==> config.mk <==
export PLATFORM = sky130hd
export DESIGN_NAME = rs_add_unit
export DESIGN_NICKNAME = d
export VERILOG_FILES = /design/src/rtl/rs_add_unit.sv
export SDC_FILE = /design/constraint.sdc
export NUM_CORES = 1
export LEC_CHECK = 0
export BUFFER_PORTS_ARGS = -buffer_cell sky130_fd_sc_hd__buf_2
export CAP_MARGIN = 20
export CORE_MARGIN = 2
export CORE_UTILIZATION = 57
export CTS_CLUSTER_SIZE = 25
export DETAILED_ROUTE_END_ITERATION = 16
export PLACE_DENSITY = 0.92
export SLEW_MARGIN = 20
export SYNTH_ARGS = -nofsm -noshare
export SYNTH_HDL_FRONTEND = slang
export SYNTH_SLANG_ARGS = --single-unit
==> constraint.sdc <==
create_clock -name Clock -period 5.5 [get_ports Clock]
set_input_delay 0.55 -clock Clock [delete_from_list [all_inputs] [get_ports Clock]]
set_output_delay 0.55 -clock Clock [all_outputs]
set_load 0.005 [all_outputs]
==> src/rtl/rs_add_unit.sv <==
// ADD/SUB reservation stations with a single-issue adder and CDB result port.
// Entries snoop the CDB for pending operands; one operation is in flight at a time.
module rs_add_unit #(
    parameter int DATA_W  = 16,
    parameter int N_RS    = 2,
    parameter int ADD_LAT = 2
) (
    input  logic              Clock,
    input  logic              Resetn,
    input  logic              issueValid,
    output logic              issueReady,
    output logic [1:0]        issueLabel,
    input  logic              issueOp,
    input  logic [2:0]        issueDest,
    input  logic [DATA_W-1:0] issueVj,
    input  logic [DATA_W-1:0] issueVk,
    input  logic              issueQjBusy,
    input  logic              issueQkBusy,
    input  logic [2:0]        issueQj,
    input  logic [2:0]        issueQk,
    input  logic [DATA_W+6:0] cdb,
    output logic              resReq,
    output logic [DATA_W+6:0] resData,
    input  logic              resGrant,
    output logic [N_RS-1:0]   busyVec
);

    localparam logic [2:0] ST_FREE  = 3'd0;
    localparam logic [2:0] ST_WAIT  = 3'd1;
    localparam logic [2:0] ST_READY = 3'd2;
    localparam logic [2:0] ST_EXEC  = 3'd3;
    localparam logic [2:0] ST_DONE  = 3'd4;

    localparam logic [1:0] U_IDLE = 2'd0;
    localparam logic [1:0] U_EXEC = 2'd1;
    localparam logic [1:0] U_WB   = 2'd2;

    localparam int CNT_W = (ADD_LAT > 1) ? $clog2(ADD_LAT) : 1;

    logic [2:0]        st_q   [N_RS];
    logic [2:0]        st_d   [N_RS];
    logic              op_q   [N_RS];
    logic              op_d   [N_RS];
    logic [2:0]        dest_q [N_RS];
    logic [2:0]        dest_d [N_RS];
    logic [DATA_W-1:0] vj_q   [N_RS];
    logic [DATA_W-1:0] vj_d   [N_RS];
    logic [DATA_W-1:0] vk_q   [N_RS];
    logic [DATA_W-1:0] vk_d   [N_RS];
    logic [2:0]        qj_q   [N_RS];
    logic [2:0]        qj_d   [N_RS];
    logic [2:0]        qk_q   [N_RS];
    logic [2:0]        qk_d   [N_RS];
    logic              qjb_q  [N_RS];
    logic              qjb_d  [N_RS];
    logic              qkb_q  [N_RS];
    logic              qkb_d  [N_RS];

    logic [1:0]        unit_q, unit_d;
    logic [1:0]        exec_idx_q, exec_idx_d;
    logic [CNT_W-1:0]  cnt_q, cnt_d;
    logic [DATA_W+6:0] res_q, res_d;

    logic              cdb_valid;
    logic [2:0]        cdb_tag;
    logic [DATA_W-1:0] cdb_data;
    logic              unused_cdb_dest;
    logic              bypass_j, bypass_k;

    logic              any_ready;
    logic [1:0]        rdy_idx;
    logic              sel_op;
    logic [2:0]        sel_dest;
    logic [DATA_W-1:0] sel_vj, sel_vk, result;

    assign cdb_valid       = cdb[DATA_W+6];
    assign cdb_tag         = cdb[DATA_W+5:DATA_W+3];
    assign cdb_data        = cdb[DATA_W-1:0];
    assign unused_cdb_dest = ^cdb[DATA_W+2:DATA_W];

    // An operand pending on the tag being broadcast right now is taken straight off the CDB.
    assign bypass_j = issueQjBusy && cdb_valid && (issueQj == cdb_tag);
    assign bypass_k = issueQkBusy && cdb_valid && (issueQk == cdb_tag);

    assign resReq  = (unit_q == U_WB);
    assign resData = res_q;

    // NOTE: every output of a combinational block gets a default first so no latch is inferred.
    always_comb begin
        issueReady = 1'b0;
        issueLabel = 2'd0;
        any_ready  = 1'b0;
        rdy_idx    = 2'd0;
        for (int i = N_RS - 1; i >= 0; i--) begin
            busyVec[i] = (st_q[i] != ST_FREE);
            if (st_q[i] == ST_FREE) begin
                issueReady = 1'b1;
                issueLabel = 2'(i);
            end
            if (st_q[i] == ST_READY) begin
                any_ready = 1'b1;
                rdy_idx   = 2'(i);
            end
        end
    end

    always_comb begin
        sel_op   = 1'b0;
        sel_dest = 3'd0;
        sel_vj   = '0;
        sel_vk   = '0;
        for (int i = 0; i < N_RS; i++) begin
            if (exec_idx_q == 2'(i)) begin
                sel_op   = op_q[i];
                sel_dest = dest_q[i];
                sel_vj   = vj_q[i];
                sel_vk   = vk_q[i];
            end
        end
        result = sel_op ? (sel_vj - sel_vk) : (sel_vj + sel_vk);
    end

    always_comb begin
        st_d       = st_q;
        op_d       = op_q;
        dest_d     = dest_q;
        vj_d       = vj_q;
        vk_d       = vk_q;
        qj_d       = qj_q;
        qk_d       = qk_q;
        qjb_d      = qjb_q;
        qkb_d      = qkb_q;
        unit_d     = unit_q;
        exec_idx_d = exec_idx_q;
        cnt_d      = cnt_q;
        res_d      = res_q;

        case (unit_q)
            U_IDLE: begin
                if (any_ready) begin
                    unit_d     = U_EXEC;
                    exec_idx_d = rdy_idx;
                    cnt_d      = CNT_W'(ADD_LAT - 1);
                    for (int i = 0; i < N_RS; i++)
                        if (rdy_idx == 2'(i)) st_d[i] = ST_EXEC;
                end
            end
            U_EXEC: begin
                if (cnt_q == '0) begin
                    unit_d = U_WB;
                    res_d  = {1'b1, 1'b0, exec_idx_q, sel_dest, result};
                    for (int i = 0; i < N_RS; i++)
                        if (exec_idx_q == 2'(i)) st_d[i] = ST_DONE;
                end else begin
                    cnt_d = cnt_q - CNT_W'(1);
                end
            end
            U_WB: begin
                if (resGrant) begin
                    unit_d = U_IDLE;
                    res_d  = '0;
                    for (int i = 0; i < N_RS; i++)
                        if (exec_idx_q == 2'(i)) st_d[i] = ST_FREE;
                end
            end
            default: unit_d = U_IDLE;
        endcase

        for (int i = 0; i < N_RS; i++) begin
            if (st_q[i] == ST_WAIT) begin
                if (qjb_q[i] && cdb_valid && (qj_q[i] == cdb_tag)) begin
                    vj_d[i]  = cdb_data;
                    qjb_d[i] = 1'b0;
                end
                if (qkb_q[i] && cdb_valid && (qk_q[i] == cdb_tag)) begin
                    vk_d[i]  = cdb_data;
                    qkb_d[i] = 1'b0;
                end
                if (!qjb_d[i] && !qkb_d[i]) st_d[i] = ST_READY;
            end
        end

        // The issue target is always FREE, so it never collides with snoop, dispatch or release.
        if (issueValid && issueReady) begin
            for (int i = 0; i < N_RS; i++) begin
                if (issueLabel == 2'(i)) begin
                    op_d[i]   = issueOp;
                    dest_d[i] = issueDest;
                    qj_d[i]   = issueQj;
                    qk_d[i]   = issueQk;
                    vj_d[i]   = bypass_j ? cdb_data : issueVj;
                    vk_d[i]   = bypass_k ? cdb_data : issueVk;
                    qjb_d[i]  = issueQjBusy && !bypass_j;
                    qkb_d[i]  = issueQkBusy && !bypass_k;
                    st_d[i]   = ((issueQjBusy && !bypass_j) || (issueQkBusy && !bypass_k))
                                ? ST_WAIT : ST_READY;
                end
            end
        end
    end

    // NOTE: state registers use non-blocking assignments so all flops update together on the edge.
    always_ff @(posedge Clock or negedge Resetn) begin
        if (!Resetn) begin
            // NOTE: the entry array is a handful of flops, so every field is reset to keep outputs X-free.
            for (int i = 0; i < N_RS; i++) begin
                st_q[i]   <= ST_FREE;
                op_q[i]   <= 1'b0;
                dest_q[i] <= 3'd0;
                vj_q[i]   <= '0;
                vk_q[i]   <= '0;
                qj_q[i]   <= 3'd0;
                qk_q[i]   <= 3'd0;
                qjb_q[i]  <= 1'b0;
                qkb_q[i]  <= 1'b0;
            end
            unit_q     <= U_IDLE;
            exec_idx_q <= 2'd0;
            cnt_q      <= '0;
            res_q      <= '0;
        end else begin
            st_q       <= st_d;
            op_q       <= op_d;
            dest_q     <= dest_d;
            vj_q       <= vj_d;
            vk_q       <= vk_d;
            qj_q       <= qj_d;
            qk_q       <= qk_d;
            qjb_q      <= qjb_d;
            qkb_q      <= qkb_d;
            unit_q     <= unit_d;
            exec_idx_q <= exec_idx_d;
            cnt_q      <= cnt_d;
            res_q      <= res_d;
        end
    end

endmodule

==> results of run 1 <==
-- placed cells by master (no fill, tap or decap), types with 18 or more instances in the layout --
| cell type | Yosys | final |
|---|---|---|
| xnor2_1 | 18 | 18 |
| nand2_1 | 110 | 110 |
| dfrtp_1 | 119 | 118 |
| o21ai_0 | 24 | 24 |
| buf_2 | 6 | 92 |
| o22ai_1 | 66 | 66 |
| nor2_1 | 167 | 166 |
| a21oi_1 | 26 | 25 |
| mux2i_1 | 20 | 20 |
| xor2_1 | 27 | 27 |
-- registers in the layout, indices dropped and copies added (netlist names) --
register,count
resData,21
qjb_q,2
cnt_q,1
dest_q,6
vk_q,32
qj_q,6
qk_q,6
op_q,2
unit_q,2
vj_q,32
exec_idx_q,1
qkb_q,2
st_q,6
-- final cells by class --
type	instances	area [µm²]	share of cell area [%]
multi-input combinational	594	3400	44.2
inverter	7	26.3	0.341
tap	143	179	2.32
clock buffer	19	453	5.87
clock inverter	13	178	2.30
timing repair buffer	96	490	6.36
sequential	119	2980	38.6
-- layer usage --
| metal | GRT usage (%) | vias to the layer above |
|---|---|---|
| met1 | 40.3 | 2959 |
| met2 | 47.6 | 488 |
| met4 | 14.4 | 0 |
| met5 | 0 | - |
| met3 | 7.22 | 92 |
| li1 | - | 2787 |
-- per-stage QoR --
stage          instances  setup WS (ps)  hold slack, ps  area, µm²
2_1_floorplan        755           1500             254       6560
3_3_place_gp         959           1490             457       7080
3_5_place_dp         959           1440             466       7080
4_1_cts              991           1330             166       7710
5_1_grt              991           1030             216       7710
6_report             991           1270             147       7710
-- how the worst min path moves through the flow --
stage	startpoint	end	slack [ps]	cells past startpoint
6_report	Resetn	qk_q[2]$_DFFE_PN0P_	150	1
5_1_grt	Resetn	qk_q[1]$_DFFE_PN0P_	220	1
4_1_cts	Resetn	qk_q[2]$_DFFE_PN0P_	170	1
3_5_place_dp	resData[2]$_DFFE_PN0P_	resData[2]$_DFFE_PN0P_	470	2
3_3_place_gp	resData[0]$_DFFE_PN0P_	resData[0]$_DFFE_PN0P_	460	2
2_1_floorplan	Resetn	cnt_q$_DFFE_PN0P_	250	0
-- worst register-to-register path, delay by kind of cell (launching register included) --
kind / cells / cell delay [ps]
buf+inv: 1 / 240
fa+ha+maj: 1 / 340
compound gates: 7 / 1440
xor+xnor: 2 / 380
simple gates: 4 / 940
flops: 1 / 760
-- cell families after synthesis --
family | count (synthesis) | share of synthesized area [%]
adder cells (fa/ha/maj) | 17 | 3.36
buffers and inverters | 42 | 2.81
other | 1 | 0.0572
AND/OR/NAND/NOR | 331 | 21.1
AO/OA/AOI/OAI | 163 | 15.6
XOR/XNOR | 45 | 6.01
flip-flops | 119 | 45.4
multiplexers | 35 | 5.63
-- power groups by stage --
| stage | Combinational [mW] | Clock, mW | Sequential (mW) |
|---|---|---|---|
| final | 3.63 | 1.18 | 1.67 |
| after floorplan | 2.72 | 0 | 1.54 |
| after global routing | 4.00 | 1.22 | 1.71 |
| after CTS | 3.55 | 1.17 | 1.65 |
| after global placement | 3.29 | 0 | 1.62 |
| after detailed placement | 3.39 | 0 | 1.64 |
==> summary.md, run 1 <==
| Metric | Value |
|---|---|
| Ant diodes | 0 |
| CTS max path bufs | 2 |
| Measured slew at the worst slew-check pin | 1120 ps |
| Crit-path cells | inv_2 -> or4_4 -> o22ai_2 -> nand2_2 -> nand2_1 -> xnor2_1 -> ha_1 -> a21oi_1 -> nand2_1 -> a31oi_1 -> o311ai_1 -> a311o_1 -> a21oi_1 -> xor2_1 -> o21ai_1 |
| Sequential share of power | 25.8% |
| Slowest-stage cell, CP | dfrtp_2 |
| Final Net Count | 923 |
| HP Class | in -> async |
| CP Capture Type | flip-flop |
| Critical path startpoint category | flip-flop |
| Die Ht | 111 µm |
| Clock network power share | 18.2% |
| CTS sink cnt | 119 |
| Synth top cells by count | nor2_1, dfrtp_1, nand2_1 |
| GRT Resource Usage Total | 30.5% |
| Syn avg cell area | 8.70 µm² |
| Worst-Skew Late Latency | 420 ps |
| Yosys cell types | 53 |
| Cell Rows | 39 |
| Vias in the first global route | 6174 |
| Launching point of the worst reg2reg path | exec_idx_q[0]$_DFFE_PN0P_ |
| CP required | 5780 ps |
| # DRC | 0 |
| CP Class | reg -> reg |
| Port bufs | 93 |
| Fmax | 236 MHz |
| Combinational fraction of design power | 56.1% |
| Final-report max-slew violation count | 0 |
| Root buf cell | clkbuf_16 |
| Antenna violations before repair | 0 |
| Met3 wire len | 1990 µm |
| Post-synth ARST share | 100% |
| Max Used Layer | met4 |
| Max_slew headroom | 25.1% |
| Ys Warns | 0 |
| CTS buffer count | 17 |
| Synthesis-stage register bit count | 119 |
| Cell-internal power | 3.57 mW |
| H-tree depth | 4 |
| Crit path to | resData[14]$_DFFE_PN0P_ |
| Static leakage power | 3.60 nW |
| CP max stage delay | 760 ps |
| Post-synth EDFFs | 0 |
| Switching part of the total | 44.8% |
| Beginning of the critical path | exec_idx_q[0]$_DFFE_PN0P_ |
| Antenna Violating Nets Remaining | 0 |
| Most frequent cell after synthesis | nor2_1 |
| Cell Area, Synth | 6550 µm² |
| Resize count post-CTS | 0 |
| Met1 WL | 7190 µm |
| # IOs | 100 |
| Worst flop-to-flop path endpoint | resData[14]$_DFFE_PN0P_ |
| Critical path depth | 15 |
| Chip width | 111 µm |
| Net Sw Power | 2.90 mW |
| PwrDens | 839 nW/µm² |
| Worst path arrival time | 4510 ps |
| Initial Util | 57.9% |
| Core box area | 11300 µm² |
| DR vias | 6326 |
| Largest net degree at the start of global routing | 70 |
| Cell taking the most area after synthesis | dfrtp_1 |
| Hold Vio Cnt, Final | 0 |
| CP top delay family | compound AO/OA/AOI/OAI gates |
| Post-layout util | 68.1% |
| Clk slew on worst S/H paths | 50 ps |
| Worst Clk Skew | 6.88 ps |
| Final period util | 77.0% |
| RSZ-0062 raised after global routing | no |
| Max Cap Viol | 0 |
| Die area | 12400 µm² |
| Setup Buffers After CTS | 0 |
| Global route total overflow | 0 |
| TritonCTS clock tree | built |
| Internal reg-to-reg setup slack | 1270 ps |
| Area contributors post-synth | dfrtp_1, nor2_1, nand2_1 |
| Synth top area share | 45.4% |
| Power Total | 6.47 mW |
| Initial DRC Count | 678 |
| Reg2Reg Depth | 15 |
| Worst IR Drop VDD | 0.431 mV |
| Router iterations before antenna repair | 7 |
| Ratio of cells with drive above 1 in the final layout | 18.3% |
| Tmin final | 4230 ps |
| Total Wirelength | 18500 µm |
| CP Buf/Inv Count | 1 |
| Seq/Total Area, Yosys | 45.4% |
| Vias/cell | 6.38 |
| DP HPWL | 11700 µm |
| Area grow syn2layout | 17.7% |
| RD Place Congestion | 0.846 |
| Hold_buf cts | 0 |
| Most used DFF post-synth | dfrtp_1 |
| Gate Count Post-Synth | 753 |
| Worst Path Max Fanout | 26 |
| Setup tns final | 0 ps |
| Metal2 WL | 8430 µm |
| First-pass GRT wire length | 30300 µm |
| Final count of negative-setup-slack endpoints | 0 |
| Outcome | finished, final reports clean |
| Routed wire per std cell | 18.7 µm |
| Fillers | 813 |
(Power assumes the default switching activity.)
==> run 2, diff against run 1 <==
--- a/config.mk
+++ b/config.mk
@@ -8,10 +8,10 @@
 export BUFFER_PORTS_ARGS = -buffer_cell sky130_fd_sc_hd__buf_2
 export CAP_MARGIN = 20
 export CORE_MARGIN = 2
-export CORE_UTILIZATION = 57
+export CORE_UTILIZATION = 52
 export CTS_CLUSTER_SIZE = 25
 export DETAILED_ROUTE_END_ITERATION = 16
-export PLACE_DENSITY = 0.92
+export PLACE_DENSITY = 0.89
 export SLEW_MARGIN = 20
 export SYNTH_ARGS = -nofsm -noshare
 export SYNTH_HDL_FRONTEND = slang
==> constraint.sdc (replaced) <==
create_clock -name Clock -period 3.7 [get_ports Clock]
set_input_delay 0.37 -clock Clock [delete_from_list [all_inputs] [get_ports Clock]]
set_output_delay 0.37 -clock Clock [all_outputs]
set_load 0.005 [all_outputs]
==> run 2 against run 1 <==
Against the previous run:
- maximum frequency is 21% higher
- die area is 9.3% higher
- sequential power is 45% higher
- combinational power rose by 55%
- design area rose by 1.1%
- clock-buffer cell count stayed put
- critical endpoint unchanged
- largest cell class unchanged
==> summary.md, run 2 (synthesis results as in run 1) <==
| Metric | Value |
|---|---|
| DP HPWL | 12000 µm |
| Outcome | finished, final reports clean |
| Worst IR Drop VDD | 0.524 mV |
| Router iterations before antenna repair | 5 |
| Measured slew at the worst slew-check pin | 1010 ps |
| Final setup margin | 196 ps |
| Tmin final | 3500 ps |
| Fillers | 928 |
| CTS sink cnt | 119 |
| Global route total overflow | 0 |
| Area grow syn2layout | 19.0% |
| PwrDens | 1240 nW/µm² |
| Max_slew headroom | 33.0% |
| Die Ht | 116 µm |
| Final Net Count | 934 |
| Worst-Skew Late Latency | 410 ps |
| CP required | 3980 ps |
| RD Place Congestion | 0.882 |
| Core box area | 12500 µm² |
| Placed Area | 7210 µm² |
| Max Cap Viol | 0 |
| Ratio of cells with drive above 1 in the final layout | 19.3% |
| Worst-case hold slack | 17.6 ps |
| Worst Path Max Fanout | 10 |
| CTS buffer count | 17 |
| Antenna violations before repair | 0 |
| CP Class | reg -> reg |
| HP Class | in -> async |
| Leading cell type in the layout, fill and taps excluded | nor2_1 |
| Total Wirelength | 18200 µm |
| Critical path startpoint category | flip-flop |
| Final count of negative-setup-slack endpoints | 0 |
| Static leakage power | 3.63 nW |
| TritonCTS clock tree | built |
| Final period util | 94.7% |
| Initial Util | 52.6% |
| Root buf cell | clkbuf_16 |
| CTS max path bufs | 2 |
| Routed wire per std cell | 17.7 µm |
| # IOs | 100 |
| RSZ-0062 raised after global routing | no |
| Most frequent cells in the layout | nor2_1, dfrtp_1, nand2_1 |
| Die area | 13500 µm² |
| Hold Vio Cnt, Final | 0 |
| Vias in the first global route | 6094 |
| First-pass GRT wire length | 29200 µm |
| # DRC | 0 |
| Hold_buf cts | 0 |
| Final-report max-slew violation count | 0 |
| CP Capture Type | flip-flop |
| Fmax | 285 MHz |
| Worst flop-to-flop path endpoint | resData[14]$_DFFE_PN0P_ |
| Largest net degree at the start of global routing | 62 |
| Worst path arrival time | 3780 ps |
| Internal reg-to-reg setup slack | 200 ps |
| Chip width | 116 µm |
| Vias/cell | 6.02 |
| H-tree depth | 4 |
| Setup tns final | 0 ps |
| GRT Resource Usage Total | 27.8% |
| Reg2Reg Depth | 12 |
| Cell Rows | 41 |
| Power Total | 9.63 mW |
| Port bufs | 93 |
| Launching point of the worst reg2reg path | exec_idx_q[0]$_DFFE_PN0P_ |
| Setup WS pre-CTS | 292 ps |
| Antenna Violating Nets Remaining | 0 |
| Initial DRC Count | 610 |
| Clk slew on worst S/H paths | 50 ps |
| Ant diodes | 0 |
| Post-route design area | 7800 µm² |
| DR vias | 6203 |
| Worst Clk Skew | 5.90 ps |
==> run 2: stage by stage <==
| stage | utilization [%] | std cells |
|---|---|---|
| 6_report | 62.6 | 1031 |
| 5_1_grt | 62.6 | 1031 |
| 4_1_cts | 62.5 | 1031 |
| 3_5_place_dp | 57.8 | 999 |
| 3_3_place_gp | 57.8 | 999 |
| 2_1_floorplan | - | 755 |
==> run 2: routing by layer <==
metal	share of wire [%]	GRT usage [%]	vias up
li1	-	-	2802
met1	39	34.5	2914
met2	48	44.9	409
met3	9.7	7.58	78
met4	4.1	14.1	0
met5	0	0	-
==> run 2: worst max path at each step <==
| stage | cells after the start | slack (ps) | end | from |
|---|---|---|---|---|
| after global routing | 15 | 20 | resData[14]$_DFFE_PN0P_ | exec_idx_q[0]$_DFFE_PN0P_ |
| final | 12 | 200 | resData[14]$_DFFE_PN0P_ | exec_idx_q[0]$_DFFE_PN0P_ |
| after detailed placement | 12 | 290 | resData[14]$_DFFE_PN0P_ | exec_idx_q[0]$_DFFE_PN0P_ |
| after floorplan | 17 | 40 | resData[14]$_DFFE_PN0P_ | exec_idx_q[0]$_DFFE_PN0P_ |
| after global placement | 12 | 320 | resData[14]$_DFFE_PN0P_ | exec_idx_q[0]$_DFFE_PN0P_ |
| after CTS | 12 | 200 | resData[14]$_DFFE_PN0P_ | exec_idx_q[0]$_DFFE_PN0P_ |
==> run 2: layout make-up <==
type	count	area, µm²	area share, %
sequential	119	2980	38.2
inverter	7	26.3	0.337
clock buffer	19	453	5.81
tap	172	215	2.76
clock inverter	13	130	1.67
timing repair buffer	107	586	7.51
multi-input combinational	594	3410	43.7
==> run 2: worst max-delay path, cell delays in order (launching register included) <==
cell	delay, ps
dfrtp_2	510
mux2_2	470
nand2_1	80
o21ai_0	190
fa_1	490
a21o_1	210
a21o_1	210
a31oi_2	240
o311ai_1	170
a311o_1	380
a21oi_1	180
xor2_1	160
o21ai_1	70
==> run 2: power breakdown <==
group | internal, mW | switching (mW)
Sequential | 1.95 | 0.478
Combinational | 2.35 | 3.25
Clock | 1.02 | 0.585
Total | 5.32 | 4.32
==> run 2: timing repair <==
action / in CTS / in global routing
gates resized for setup: 0 / 1
buffers inserted: 0 / 0
setup endpoints to repair: 0 / 1
==> run 3, diff against run 2 <==
--- a/config.mk
+++ b/config.mk
@@ -7,6 +7,7 @@
 export LEC_CHECK = 0
 export BUFFER_PORTS_ARGS = -buffer_cell sky130_fd_sc_hd__buf_2
 export CAP_MARGIN = 20
+export CORE_ASPECT_RATIO = 0.75
 export CORE_MARGIN = 2
 export CORE_UTILIZATION = 52
 export CTS_CLUSTER_SIZE = 25
==> run 3 against run 2 <==
Against the previous run:
- sequential share of layout area fell by 0.13 points
- total power rose by 1.2%
- design area rose by 0.34%
- largest power group unchanged
- clock-buffer cell count rose by 5
- cell count fell by 0.58%
- combinational power rose by 0.7%
- routed wire length rose by 1.2%
- global-route usage fell by 0.49 points
- non-clock buffer count did not move
- die area barely moved
- critical path depth rose by 2
- maximum frequency fell by 0.76%
==> summary.md, run 3 (synthesis results as in run 1) <==
| Metric | Value |
|---|---|
| Outcome | finished, final reports clean |
| Max_slew headroom | 30.2% |
| Chip width | 134 µm |
| Measured slew at the worst slew-check pin | 1050 ps |
| Hold Vio Cnt, Final | 0 |
| Worst Clk Skew | 11.5 ps |
| Final-report max-slew violation count | 0 |
| DP HPWL | 12300 µm |
| CP Capture Type | flip-flop |
| Setup tns final | 0 ps |
| HP Class | in -> async |
| Post-layout util | 63.6% |
| Router iterations before antenna repair | 5 |
| Static leakage power | 3.65 nW |
| Switching part of the total | 44.6% |
| CP Class | reg -> reg |
| Most frequent cells in the layout | nor2_1, dfrtp_1, nand2_1 |
| # IOs | 100 |
| Worst Path Max Fanout | 50 |
| Worst IR Drop VDD | 0.837 mV |
| Worst-Skew Late Latency | 420 ps |
| Vias in the first global route | 5772 |
| Launching point of the worst reg2reg path | exec_idx_q[0]$_DFFE_PN0P_ |
| Area grow syn2layout | 19.4% |
| Die area | 13500 µm² |
| Max Cap Viol | 0 |
| Core box area | 12300 µm² |
| Beginning of the critical path | exec_idx_q[0]$_DFFE_PN0P_ |
| CP required | 3970 ps |
| Total Wirelength | 18400 µm |
| Critical path startpoint category | flip-flop |
| Clk slew on worst S/H paths | 50 ps |
| Tmin final | 3530 ps |
| Final period util | 95.4% |
| CTS max path bufs | 2 |
| Cell-internal power | 5.40 mW |
| Antenna Violating Nets Remaining | 0 |
| Worst path arrival time | 3800 ps |
| CTS sink cnt | 119 |
| Final setup margin | 170 ps |
| Cell Rows | 35 |
| GRT Resource Usage Total | 27.3% |
| H-tree depth | 4 |
| Global route total overflow | 0 |
| Vias/cell | 6.02 |
| TritonCTS clock tree | built |
| PwrDens | 1250 nW/µm² |
| RD Place Congestion | 0.902 |
| Sequential share of power | 24.9% |
| Antenna violations before repair | 1 |
| Clock network power share | 17.1% |
| Port bufs | 93 |
| # DRC | 0 |
| DR vias | 6173 |
| Root buf cell | clkbuf_16 |
| Fmax | 283 MHz |
| Net Sw Power | 4.34 mW |
| Routed wire per std cell | 18.0 µm |
| First-pass GRT wire length | 28700 µm |
| Initial DRC Count | 701 |
| Die Ht | 101 µm |
| Final Net Count | 934 |
| CTS buffer count | 17 |
| Combinational fraction of design power | 58.0% |
| RSZ-0062 raised after global routing | no |
| Initial Util | 53.2% |
| Ratio of cells with drive above 1 in the final layout | 19.3% |
| Largest net degree at the start of global routing | 88 |
| Leading cell type in the layout, fill and taps excluded | nor2_1 |
| Setup WS pre-CTS | 197 ps |
| Final count of negative-setup-slack endpoints | 0 |
## run 3: metal layers
layer	track usage (%)	vias to the layer above	wire (µm)	part of all wire, %
met5	0	-	0	0
met4	12.9	0	608	3.3
met3	8.51	72	1870	10
met2	42.5	385	8350	45
met1	35.4	2918	7600	41
li1	-	2798	-	-
## run 3: power by group through the flow
stage | combinational, mW | clock [mW] | sequential (mW)
final | 5.65 | 1.66 | 2.43
after floorplan | 4.05 | 0 | 2.28
after global routing | 6.22 | 1.73 | 2.48
after CTS | 5.47 | 1.66 | 2.40
after global placement | 5.14 | 0 | 2.37
after detailed placement | 5.33 | 0 | 2.40
## run 3: layout make-up
cell class                 count  area (µm²)
fill                         918        4480
multi-input combinational    594        3420
sequential                   119        2980
timing repair buffer         107         589
clock buffer                  24         512
tap                          166         208
clock inverter                 7        91.3
inverter                       7        26.3
antenna                        1        2.50
## run 3: path summary, 6_finish.rpt
path                                           end  slack (ps)  cells after the start
max                        resData[14]$_DFFE_PN0P_         170                     14
min                            qk_q[1]$_DFFE_PN0P_          10                      1
max reg2reg                resData[14]$_DFFE_PN0P_         170                     14
min reg2reg                 resData[8]$_DFFE_PN0P_         480                      2
max in group asynchronous       vj_q[12]$_DFF_PN0_        2910                      2
min in group Clock           dest_q[4]$_DFFE_PN0P_         160                      3
## run 3: repair_timing
action                     CTS  global route
hold buffers                 0             0
gates resized for setup      0             3
buffers inserted             0             1
setup endpoints to repair    0             1
## run 3: worst max-delay path: stages (launching register included)
cell and delay [ps]:
dfrtp_2 490, buf_12 230, or3_1 410, o31ai_1 90
a21oi_1 120, xor2_1 190, ha_1 280, a21oi_1 300
nand2_1 120, a31oi_2 200, o311ai_1 150, a311o_1 370
a21oi_1 170, xor2_1 160, o21ai_1 70
## run 3: metrics by stage
stage | cells | hold WS [ps] | total power, mW | cell area [µm²]
4_1_cts | 1023 | 157 | 9.54 | 7800
3_5_place_dp | 992 | 464 | 7.73 | 7200
3_3_place_gp | 992 | 457 | 7.51 | 7190
6_report | 1025 | 13.1 | 9.75 | 7820
5_1_grt | 1025 | 73.1 | 10.4 | 7820
2_1_floorplan | 755 | 74.4 | 6.33 | 6570
